**src/rtl/mem_rob_pkg.sv**
```systemverilog
`default_nettype none
// ============================================================================
//  Module   : mem_rob_pkg
//  Brief    : Shared types and default widths for the mem_rd_rob read
//             initiator / reorder buffer.
//  Revision : 1.0 - initial release
// ============================================================================
package mem_rob_pkg;

  // Per-entry life cycle: allocated -> awaiting memory -> data held -> free.
  typedef enum logic [1:0] {
    FREE = 2'd0,
    WAIT = 2'd1,
    DONE = 2'd2
  } rob_state_t;

  localparam int c_IDWIDTH_DEF = 4;
  localparam int c_AWIDTH_DEF  = 32;
  localparam int c_DWIDTH_DEF  = 32;

endpackage
`default_nettype wire

```
**src/rtl/mem_rob_entry.sv**
```systemverilog
`default_nettype none
// ============================================================================
//  Module   : mem_rob_entry
//  Brief    : One reorder-buffer slot: FREE/WAIT/DONE state machine plus the
//             data register filled by the matching memory response.
//  Revision : 1.0 - initial release
// ============================================================================
module mem_rob_entry
  import mem_rob_pkg::*;
#(
  parameter int DWIDTH = c_DWIDTH_DEF
) (
  input  logic              clk,
  input  logic              rst_,
  input  logic              i_alloc,
  input  logic              i_rsp,
  input  logic              i_rsp_retire,
  input  logic [DWIDTH-1:0] i_rsp_data,
  input  logic              i_retire,
  output logic [1:0]        o_state,
  output logic [DWIDTH-1:0] o_data
);

  rob_state_t        r_state;
  logic [DWIDTH-1:0] r_data;

  // Slot state machine; a response consumed straight through to the client
  // frees the slot without ever latching the data.
  always_ff @(posedge clk or posedge rst_) begin
    if (rst_) begin
      r_state <= FREE;
      r_data  <= '0;
    end else begin
      case (r_state)
        FREE: begin
          if (i_alloc) r_state <= WAIT;
        end
        WAIT: begin
          if (i_rsp) begin
            if (i_rsp_retire) begin
              r_state <= FREE;
            end else begin
              r_state <= DONE;
              r_data  <= i_rsp_data;
            end
          end
        end
        DONE: begin
          if (i_retire) r_state <= FREE;
        end
        default: r_state <= FREE;
      endcase
    end
  end

  assign o_state = r_state;
  assign o_data  = r_data;

endmodule
`default_nettype wire

```
**src/rtl/mem_rd_rob.sv**
```systemverilog
`default_nettype none
// ============================================================================
//  Module   : mem_rd_rob
//  Brief    : Read-side initiator with reorder buffer. Allocates an ID per
//             in-order client read, issues it to memory, accepts responses in
//             any order and returns data to the client in request order.
//  Options  : ROB_RSP_BYPASS_EN - forward a response for the head entry to
//             the client in the same cycle it arrives.
//  Revision : 1.0 - initial release
// ============================================================================
module mem_rd_rob
  import mem_rob_pkg::*;
#(
  parameter int IDWIDTH = c_IDWIDTH_DEF,
  parameter int AWIDTH  = c_AWIDTH_DEF,
  parameter int DWIDTH  = c_DWIDTH_DEF
) (
  input  logic               clk,
  input  logic               rst_,
  input  logic               cl_req_val,
  input  logic [AWIDTH-1:0]  cl_req_addr,
  output logic               cl_req_rdy,
  output logic               cl_rsp_val,
  output logic [DWIDTH-1:0]  cl_rsp_data,
  input  logic               cl_rsp_rdy,
  output logic               mem_req_val,
  output logic [AWIDTH-1:0]  mem_req_addr,
  output logic [IDWIDTH-1:0] mem_req_ID,
  input  logic               mem_rsp_val,
  input  logic [IDWIDTH-1:0] mem_rsp_ID,
  input  logic [DWIDTH-1:0]  mem_rsp_data,
  output logic               err_unexp
);

  localparam int                 c_DEPTH     = 2 ** IDWIDTH;
  localparam logic [IDWIDTH:0]   c_DEPTH_CNT = (IDWIDTH+1)'(c_DEPTH);

  logic [IDWIDTH-1:0] r_head;
  logic [IDWIDTH-1:0] r_tail;
  logic [IDWIDTH:0]   r_count;

  logic               r_mem_req_val;
  logic [AWIDTH-1:0]  r_mem_req_addr;
  logic [IDWIDTH-1:0] r_mem_req_id;
  logic               r_err_unexp;

  logic [1:0]         w_state [c_DEPTH];
  logic [DWIDTH-1:0]  w_data  [c_DEPTH];

  logic w_accept;
  logic w_retire;
  logic w_rsp_hit;
  logic w_rsp_unexp;
  logic w_bypass;

  // Full flag depends only on the occupancy register, never on cl_rsp_rdy.
  assign cl_req_rdy  = (r_count != c_DEPTH_CNT);
  assign w_accept    = cl_req_val && cl_req_rdy;

  assign w_rsp_hit   = mem_rsp_val && (w_state[mem_rsp_ID] == WAIT);
  assign w_rsp_unexp = mem_rsp_val && (w_state[mem_rsp_ID] != WAIT);

`ifdef ROB_RSP_BYPASS_EN
  assign w_bypass = w_rsp_hit && (mem_rsp_ID == r_head);
`else
  assign w_bypass = 1'b0;
`endif

  // Head data is presented either from the slot or straight off the bus.
  assign cl_rsp_val  = (w_state[r_head] == DONE) || w_bypass;
  assign cl_rsp_data = w_bypass ? mem_rsp_data : w_data[r_head];
  assign w_retire    = cl_rsp_val && cl_rsp_rdy;

  for (genvar gi = 0; gi < c_DEPTH; gi++) begin : g_entry
    localparam logic [IDWIDTH-1:0] c_IDX = IDWIDTH'(gi);

    mem_rob_entry #(
      .DWIDTH (DWIDTH)
    ) u_entry (
      .clk          (clk),
      .rst_         (rst_),
      .i_alloc      (w_accept && (r_tail == c_IDX)),
      .i_rsp        (w_rsp_hit && (mem_rsp_ID == c_IDX)),
      .i_rsp_retire (w_bypass && cl_rsp_rdy),
      .i_rsp_data   (mem_rsp_data),
      .i_retire     (w_retire && (r_head == c_IDX)),
      .o_state      (w_state[gi]),
      .o_data       (w_data[gi])
    );
  end

  // Allocation/retire pointers and occupancy; concurrent accept and retire
  // leave the occupancy unchanged.
  always_ff @(posedge clk or posedge rst_) begin
    if (rst_) begin
      r_head  <= '0;
      r_tail  <= '0;
      r_count <= '0;
    end else begin
      if (w_accept) r_tail <= r_tail + 1'b1;
      if (w_retire) r_head <= r_head + 1'b1;
      case ({w_accept, w_retire})
        2'b10:   r_count <= r_count + 1'b1;
        2'b01:   r_count <= r_count - 1'b1;
        default: r_count <= r_count;
      endcase
    end
  end

  // One-cycle registered memory request stage carrying the allocated ID.
  always_ff @(posedge clk or posedge rst_) begin
    if (rst_) begin
      r_mem_req_val  <= 1'b0;
      r_mem_req_addr <= '0;
      r_mem_req_id   <= '0;
    end else begin
      r_mem_req_val <= w_accept;
      if (w_accept) begin
        r_mem_req_addr <= cl_req_addr;
        r_mem_req_id   <= r_tail;
      end
    end
  end

  // Sticky flag for responses to IDs that are not awaiting data.
  always_ff @(posedge clk or posedge rst_) begin
    if (rst_) begin
      r_err_unexp <= 1'b0;
    end else if (w_rsp_unexp) begin
      r_err_unexp <= 1'b1;
    end
  end

  assign mem_req_val  = r_mem_req_val;
  assign mem_req_addr = r_mem_req_addr;
  assign mem_req_ID   = r_mem_req_id;
  assign err_unexp    = r_err_unexp;

endmodule
`default_nettype wire

```
**config.mk**
```make
export PLATFORM = sky130hd
export DESIGN_NAME = mem_rd_rob
export DESIGN_NICKNAME = d
export VERILOG_FILES = /design/src/rtl/mem_rob_pkg.sv /design/src/rtl/mem_rob_entry.sv /design/src/rtl/mem_rd_rob.sv
export SDC_FILE = /design/constraint.sdc
export NUM_CORES = 1
export LEC_CHECK = 0
export ABC_AREA = 1
export CAP_MARGIN = 20
export CORE_MARGIN = 2
export CORE_UTILIZATION = 50
export DETAILED_ROUTE_END_ITERATION = 12
export MAX_ROUTING_LAYER = met4
export PLACE_DENSITY = 0.68
export SKIP_CTS_REPAIR_TIMING = 1
export SYNTH_ARGS = -nofsm -noshare
export SYNTH_HDL_FRONTEND = slang
export SYNTH_HIERARCHICAL = 1
export SYNTH_SLANG_ARGS = --single-unit
```
**constraint.sdc**
```tcl
create_clock -name clk -period 4.85 [get_ports clk]
set_input_delay 0.97 -clock clk [delete_from_list [all_inputs] [get_ports clk]]
set_output_delay 0.97 -clock clk [all_outputs]
set_load 0.02 [all_outputs]
```
## Word-level counts from Yosys, hierarchy flattened

Index checks and enable logic that the tools add are counted.

| storage, ports and cells | value |
|---|---|
| flip-flop bits (word level) | 595 |
| bits of input ports | 73 |
| output and inout port bits | 72 |
| word-level logic and storage cells | 356 |

| operators by class | value |
|---|---|
| add/subtract/negate cells | 4 |
| magnitude comparators | 2 |
| eq/ne operators | 131 |
| mux-type cells | 74 |
| bitwise operators | 2 |
| reductions and logical operators | 104 |

Operator list:

| kind | count |
|---|---|
| 32-bit binary-select mux with 4-bit select | 1 |
| 2-bit 2-to-1 mux | 52 |
| 2-bit by 1-bit != test with 1-bit output (second input constant) | 49 |
| 4-bit == test (second input constant) | 24 |
| 2-bit one-hot mux with 3 select lines | 16 |
| 32-bit 2-to-1 mux | 2 |
| 1-bit logical AND | 52 |
| 4-bit by 3-bit == test with 1-bit output (second input constant) | 12 |
| 3-bit AND reduction | 16 |
| 2-bit by 1-bit == test with 1-bit output (second input constant) | 18 |
| 2-bit == test (second input constant) | 18 |
| 2-bit logical NOT | 16 |
| 2-bit AND reduction | 16 |
| 4-bit by 2-bit == test with 1-bit output (second input constant) | 6 |
| 2-bit binary-select mux with 4-bit select | 2 |
| 4-bit by 1-bit == test with 1-bit output (second input constant) | 3 |
| 4-bit logical NOT | 3 |
| 5-bit greater-or-equal comparator (second input constant) | 2 |
| 4-bit inverter with 5-bit output | 2 |
| 5-bit one-hot mux with 2 select lines | 1 |
| 4-bit by 1-bit adder with 4-bit output (second input constant) | 2 |
| 5-bit by 1-bit adder with 5-bit output (second input constant) | 1 |
| 5-bit != test (second input constant) | 1 |
| 5-bit by 1-bit subtractor with 5-bit output (second input constant) | 1 |
| 2-bit nonzero test | 1 |

## Longest topological paths before layout

Gate-level depths: netlist of run 1.

| depth | value |
|---|---|
| depth after elaboration | 9 |
| depth in mapped cells | 22 |
| depth with buffers taken out | 20 |

## By module

Netlist of run 1, hierarchy kept.

Modules (own cells, without submodules):

| module | instances | cells each | area an instance (um2) | sequential area each (um2) |
|---|---|---|---|---|
| mem_rob_entry | 16 | 151 | 1395.1 | 850.8 |
| mem_rd_rob | 1 | 1440 | 7592.3 | 1276.2 |

## Least setup slack after synthesis of run 1

No wires, ideal clock.

| timing | value |
|---|---|
| kind | input -> register |
| start | in cl_req_val |
| end | reg r_count[4] |
| setup time | 0.123 ns |
| data arrival time | 2.615 ns |
| data required time | 4.727 ns |
| path slack | 2.113 ns |
| stages | 12 |
| buffers on the path | 1 |
| cells stage by stage | nand2_1 -> clkbuf_1 -> ha_1 -> inv_1 -> fa_1 -> inv_1 -> a21oi_1 -> nor2_1 -> nor2_1 -> nand2_1 -> nand3_1 -> xor2_1 |

| on the way | value |
|---|---|
| cells in the longest elaborated chain, start to end | 3 |
| elaborated cells on any way between the ends | 5 |
| those cells by class | eq/ne (2); mux (1); reduce/logical (2) |

RTL lines:

| element | line | text |
|---|---|---|
| start, declared | mem_rd_rob.sv:20 | `input logic cl_req_val,` |
| 1-bit logical AND * | mem_rd_rob.sv:58 | `assign w_accept = cl_req_val && cl_req_rdy;` |
| 2-bit by 1-bit == test with 1-bit output / 2-bit == test (equally long branches) | mem_rd_rob.sv:102 | `case ({w_accept, w_retire})` |
| 5-bit one-hot mux with 2 select lines / 2-bit nonzero test (equally long branches) | - |  |
| end signal, assigned | mem_rd_rob.sv:103 | `2'b10: r_count <= r_count + 1'b1;` |
| end signal, assigned | mem_rd_rob.sv:104 | `2'b01: r_count <= r_count - 1'b1;` |
| end signal, assigned | mem_rd_rob.sv:105 | `default: r_count <= r_count;` |
| end, declared | mem_rd_rob.sv:40 | `logic [IDWIDTH:0] r_count;` |

Mark *: on every way between the ends. The rest lies on a longest branch, timed or not.
A chain may end at the register's enable or synchronous reset.

## Worst setup path after layout of run 1

| timing | value |
|---|---|
| start | reg r_head[0] |
| end | out cl_rsp_data[29] |

| on the way | value |
|---|---|
| cells in the longest elaborated chain, start to end | 4 |

RTL lines:

| element | line | text |
|---|---|---|
| start, declared | mem_rd_rob.sv:38 | `logic [IDWIDTH-1:0] r_head;` |
| start signal, assigned | mem_rd_rob.sv:101 | `if (w_retire) r_head <= r_head + 1'b1;` |
| 4-bit inverter with 5-bit output (implied by the code) | mem_rd_rob.sv:71 | `assign cl_rsp_data = w_bypass ? mem_rsp_data : w_data[r_head];` |
| 32-bit binary-select mux with 4-bit select | mem_rd_rob.sv:71 |  |
| 32-bit 2-to-1 mux (implied by the code) (2 in a row) | mem_rd_rob.sv:71 |  |
| end, declared | mem_rd_rob.sv:24 | `output logic [DWIDTH-1:0] cl_rsp_data,` |

Every way passes these cells. The select of a mux whose other input is x is not followed.

==> flow_metrics.env, run 1 <==
export IMPL_wire_per_inst_um=22.9
export IMPL_violations="design-rule violations"
export IMPL_arrival_ns=3.59
export IMPL_setup_violations_final=0
export IMPL_hold_viol_final=0
export IMPL_crit_buf_inv=3
export IMPL_dp_hpwl_um=62700
export IMPL_final_nets=3974
export IMPL_num_vias=28100
export IMPL_synth_most_common_cell="nand2_1"
export IMPL_dr_pass1_iters=10
export IMPL_wirelength_um=108000
export IMPL_clockRootBuffer="clkbuf_16"
export IMPL_endpoint_kind="output port"
export IMPL_finalMaxSlewViolations=0
export IMPL_cts_buffers=67
export IMPL_placed_area_um2=31400
export IMPL_ant_nets=0
export IMPL_synthTopCellsByArea="dfrtp_1 (50%), nand2_1 (18%), nand3_1 (8.9%)"
export IMPL_synth_edf_count=0
export IMPL_slowest_stage="dfrtp_4"
export IMPL_core_um2=59100
export IMPL_synth_cells=3856
export IMPL_portBuffers=144
export IMPL_timing_rr_start="r_head[1]$_DFFE_PP0P_"
export IMPL_area_growth_pct=12.3
export IMPL_die_area_um2=61800
export IMPL_htree_levels=3
export IMPL_pin_count=145
export IMPL_cts_tree="done"
export IMPL_outcome="finished, violations left"
export IMPL_grt_pass1_wl_um=166000
export IMPL_worstPathMaxFanout=87
export IMPL_critPathRequiredTime_ns=3.88
export IMPL_worstSetupStartpoint="r_head[0]$_DFFE_PP0P_"
export IMPL_track_usage=0.359
export IMPL_tightest_slew_ns=1.17
export IMPL_min_from="g_entry[13].u_entry/o_data[31]$_DFFE_PP0P_"
export IMPL_drive_above_1_share=0.0770
export IMPL_max_cap_violations=0
export IMPL_rsz0062_at_grt="false"
export IMPL_num_rows=89
export IMPL_synth_avg_cell_area_um2=7.76
export IMPL_vdd_ir_drop_max_uv=461
export IMPL_synth_top_area_share=0.498
export IMPL_cpPeakStageDelay_ns=0.68
export IMPL_hold_slack_ns=0.465
export IMPL_hp_class="reg -> reg"
export IMPL_vias_per_cell=5.96
export IMPL_crit_type="reg -> out"
export IMPL_start_util=0.506
export IMPL_grt_start_max_net_pins=149
export IMPL_antenna_found_initial=3
export IMPL_cts_clk_slew_worst_paths_ns=0.06
export IMPL_synthesis_area_um2=29900
export IMPL_die_w_um=249
export IMPL_clock_fmax_ghz=0.219
export IMPL_maxSlewHeadroom=0.219
export IMPL_synthFlopType="dfrtp_1"
export IMPL_crit_family="buffers and inverters"
export IMPL_p_leak_nw=17.4
export IMPL_die_height_um=249
export IMPL_yosysUniqueCellTypes=29
export IMPL_yosys_warnings=6
export IMPL_drc=3
export IMPL_clockBufferDepth=3
export IMPL_clk_latency_ns=0.63
export IMPL_yosysTopAreaCell="dfrtp_1"
export IMPL_final_area_um2=33600
export IMPL_globalplace_congestion=0.947
export IMPL_crit_chain="inv_8 -> buf_12 -> o21ai_0 -> o22ai_1 -> nand2_1 -> nand4_1 -> clkdlybuf4s50_1"
export IMPL_grt_ovfl_total=0
export IMPL_synthArstFlopShare=1.00
export IMPL_ys_seq_area_frac=0.498
export IMPL_cts_sinks=595
export IMPL_start_kind="flip-flop"
export IMPL_p_per_area_nw_per_um2=502
export IMPL_yosys_top_cells_count="nand2_1 (1441), dfrtp_1 (595), nand3_1 (533)"
export IMPL_period_minus_slack_ns=4.56
export IMPL_grt_pass1_vias=26900
export IMPL_finClkSkew_ns=0.0284
export IMPL_ys_seq_elements=595
export IMPL_finalSetupTns_ns=0
export IMPL_dr_first_iter_drc_count=3693
export IMPL_finalCritPeriodShare=0.941
-- sequential cells by signal, indices dropped and copies added (netlist names) --
signal and count:
g_entry.u_entry/o_data 512, g_entry.u_entry/o_state 32, mem_req_addr 32, r_count 5, mem_req_ID 4, r_head 4
r_tail 4, err_unexp 1, mem_req_val 1
-- kinds of logic (layout without fill, tap and decap cells) --
| logic type | after synthesis | count (layout) | synth area share |
|---|---|---|---|
| adder cells (fa/ha/maj) | 13 | 13 | 0.00569 |
| buffers and inverters | 393 | 456 | 0.0723 |
| flip-flops | 595 | 595 | 0.498 |
| AO/OA/AOI/OAI | 442 | 442 | 0.0793 |
| AND/OR/NAND/NOR | 2406 | 2406 | 0.343 |
| other | 1 | 19 | 0.000125 |
| XOR/XNOR | 6 | 6 | 0.00176 |
-- per-layer routing --
layer	routed length, um	vias to the layer above	global-route usage	share of wire
met5	0	-	-	0
met3	11600	290	0.0743	0.11
met4	4660	0	0.153	0.043
met1	43700	13500	0.481	0.41
met2	47900	1746	0.533	0.44
li1	-	12500	-	-
-- report_power, final --
group	internal, mW	switching (mW)	leakage, nW	total [mW]
logic	2.04	4.25	8.21	6.28
clock network	2.97	2.16	1.08	5.13
registers	5.17	0.298	8.16	5.47
-- tightest hold or removal path, cell delays in order (launching register included) --
cell	delay (ns)
dfrtp_1	0.33
nand2_1	0.05
nand2_1	0.05
-- through the flow --
step                power [mW]  worst slack (ns)  utilization  std cells
floorplan                 9.28              2.11            -       3871
global placement          11.7             0.656        0.530       4590
detailed placement        11.7             0.588        0.531       4591
CTS                       16.8             0.342        0.567       4706
global route              17.6             0.197        0.568       4710
finish                    16.9             0.287        0.568       4710
-- area by class of cell --
type / count / area, um^2
timing repair buffer: 214 / 2110
antenna: 3 / 7.51
inverter: 127 / 487
sequential: 595 / 14900
clock buffer: 99 / 2040
tap: 773 / 967
fill: 5501 / 25500
multi-input combinational: 2883 / 12900
clock inverter: 16 / 144
-- cell usage in the layout (no fill, tap or decap), drive strengths merged --
cell,count
nand2,1458
dfrtp,595
nand3,535
nor2,357
o21ai,307
clkdlybuf4s50,144
o22ai,128
inv,120
clkbuf,99
buf,70
nand4,39
clkinv,20
conb,16
or2,16
ha,12
a21oi,6
xor2,5
diode,3
clkinvlp,2
nor3,1
xnor2,1
a31oi,1
fa,1
bufinv,1
-- final timing paths --
check,to,slack (ns),cells after the start
hold / removal,g_entry[13].u_entry/o_data[31]$_DFFE_PP0P_,0.47,2
setup / recovery,cl_rsp_data[29],0.29,7
setup reg to reg,r_count[4]$_DFFE_PP0P_,1.21,20
max in group asynchronous,g_entry[14].u_entry/o_data[18]$_DFFE_PP0P_,2.53,2
min in group asynchronous,g_entry[9].u_entry/o_data[1]$_DFFE_PP0P_,1.30,3
hold reg to reg,g_entry[13].u_entry/o_data[31]$_DFFE_PP0P_,0.47,2
(Power assumes the default switching activity.)
==> run 2, diff against run 1 <==
- CORE_UTILIZATION: 50 -> 35
- CTS_CLUSTER_DIAMETER: default -> 80
- PLACE_DENSITY: 0.68 -> 0.51
==> run 2 against run 1 <==
  * The flow now finishes without violations
  * Clock skew is 0.0053 ns lower
  * Total power increased by 4.8%
  * Global-route usage shrank 9.4 points
  * Largest power group unchanged
  * Maximum frequency increased by 3.1%
  * Combinational power up 6.4%
  * Sequential power decreased by 0.7%
  * Hold slack worse by 0.0014 ns
  * Non-clock buffer count rose by 10
  * Critical path depth shrank 1
  * Design area up 2.5%
  * Clock-buffer cell count up 8
  * Via count decreased by 3.5%
==> flow_metrics.env, run 2 (same netlist as run 1, synthesis figures left out) <==
export IMPL_outcome="complete, no violations"
export IMPL_endpoint_kind="output port"
export IMPL_antenna_found_initial=0
export IMPL_drc=0
export IMPL_p_sw_frac=0.404
export IMPL_clockRootBuffer="clkbuf_16"
export IMPL_power_frac_seq=0.307
export IMPL_dr_pass1_iters=6
export IMPL_cts_buffers=73
export IMPL_cts_tree="done"
export IMPL_cts_sinks=595
export IMPL_tightest_slew_ns=1.12
export IMPL_cts_clk_slew_worst_paths_ns=0.06
export IMPL_r2r_slack_ns=1.33
export IMPL_clock_fmax_ghz=0.226
export IMPL_power_total_mw=17.7
export IMPL_portBuffers=144
export IMPL_pin_count=145
export IMPL_clockBufferDepth=3
export IMPL_place_inst=4971
export IMPL_dr_first_iter_drc_count=2586
export IMPL_ant_nets=0
export IMPL_die_w_um=296
export IMPL_final_common_cell="nand2_1"
export IMPL_post_route_util=0.406
export IMPL_max_cap_violations=0
export IMPL_power_frac_comb=0.378
export IMPL_antenna_cells=0
export IMPL_wirelength_um=112000
export IMPL_finalSetupTns_ns=0
export IMPL_grt_pass1_wl_um=172000
export IMPL_num_vias=27100
export IMPL_layout_common_cells="nand2_1 (1441), dfrtp_1 (593), nand3_1 (533)"
export IMPL_drive_above_1_share=0.0811
export IMPL_grt_pass1_vias=27200
export IMPL_critPathRequiredTime_ns=3.88
export IMPL_stdcell_count=5104
export IMPL_arrival_ns=3.46
export IMPL_num_rows=107
export IMPL_wire_per_inst_um=21.9
export IMPL_track_usage=0.265
export IMPL_area_growth_pct=15.1
export IMPL_hold_viol_final=0
export IMPL_period_minus_slack_ns=4.43
export IMPL_start_util=0.352
export IMPL_post_place_ws_ns=0.728
export IMPL_worst_slack_ns=0.425
export IMPL_worstPathMaxFanout=111
export IMPL_p_per_area_nw_per_um2=514
export IMPL_setup_violations_final=0
export IMPL_grt_ovfl_total=0
export IMPL_dp_hpwl_um=68700
export IMPL_placed_area_um2=32000
export IMPL_hold_slack_ns=0.464
export IMPL_grt_start_max_net_pins=128
export IMPL_finClkSkew_ns=0.0232
export IMPL_die_height_um=296
export IMPL_largest_reg_flops=512
export IMPL_vdd_ir_drop_max_uv=604
export IMPL_hp_class="reg -> reg"
export IMPL_core_um2=84900
export IMPL_final_area_um2=34400
export IMPL_p_clk_frac=0.316
export IMPL_vias_per_cell=5.31
export IMPL_clk_latency_ns=0.62
export IMPL_p_switching_mw=7.14
export IMPL_p_leak_nw=17.6
export IMPL_rsz0062_at_grt="false"
export IMPL_maxSlewHeadroom=0.252
export IMPL_die_area_um2=87800
export IMPL_final_nets=3990
export IMPL_finalCritPeriodShare=0.912
export IMPL_globalplace_congestion=0.938
export IMPL_start_kind="flip-flop"
export IMPL_htree_levels=3
export IMPL_crit_type="reg -> out"
export IMPL_internal_power_mw=10.5
export IMPL_finalMaxSlewViolations=0
run 2: changes by cell type in the layout (fill, tap and decap cells not counted), moves of 3 or more:
| cell | before | now |
|---|---|---|
| buf_12 | 9 | 13 |
| buf_4 | 59 | 65 |
| bufinv_16 | 1 | 4 |
| clkbuf_1 | 10 | 15 |
| clkbuf_16 | 69 | 74 |
| clkinv_2 | 8 | 11 |
| diode_2 | 3 | 0 |
| inv_2 | 40 | 37 |
run 2: power groups by stage:
stage | logic, mW | clock network, mW | registers, mW
2_1_floorplan | 3.79 | 0 | 5.50
6_report | 6.68 | 5.58 | 5.43
5_1_grt | 7.19 | 5.90 | 5.45
3_5_place_dp | 6.64 | 0 | 5.50
3_3_place_gp | 6.65 | 0 | 5.51
4_1_cts | 6.66 | 5.69 | 5.42
run 2: worst max-delay path, cell delays in order, from the launching register on:
cell and delay, ns:
dfrtp_4 0.59, buf_12 0.49, o21ai_0 0.20, o22ai_1 0.41, nand2_1 0.12, nand4_1 0.27
clkdlybuf4s50_1 0.68
run 2: final cells by class:
class | instances | area [um^2]
Fill cell | 8911 | 50500
Timing Repair Buffer | 224 | 2240
Multi-Input combinational cell | 2883 | 12900
Inverter | 127 | 487
Clock inverter | 24 | 272
Sequential cell | 595 | 14900
Clock buffer | 107 | 2160
Tap cell | 1144 | 1430
run 2: routing by layer:
layer | vias up | global-route usage | part of all wire
li1 | 12600 | - | -
met1 | 13300 | 0.361 | 0.45
met2 | 998 | 0.410 | 0.46
met3 | 185 | 0.0352 | 0.060
met4 | 0 | 0.0851 | 0.035
met5 | - | - | 0
run 2: worst paths after layout:
kind                                                        endpoint  cells past startpoint                                      from
setup / recovery                                     cl_rsp_data[25]                      6                     r_head[1]$_DFFE_PP0P_
hold / removal              g_entry[5].u_entry/o_data[6]$_DFFE_PP0P_                      2  g_entry[5].u_entry/o_data[6]$_DFFE_PP0P_
setup reg to reg                              r_count[4]$_DFFE_PP0P_                     20                     r_head[0]$_DFFE_PP0P_
hold reg to reg             g_entry[5].u_entry/o_data[6]$_DFFE_PP0P_                      2  g_entry[5].u_entry/o_data[6]$_DFFE_PP0P_
max in group asynchronous  g_entry[7].u_entry/o_data[12]$_DFFE_PP0P_                      4                                      rst_
min in group asynchronous                      r_head[0]$_DFFE_PP0P_                      3                                      rst_
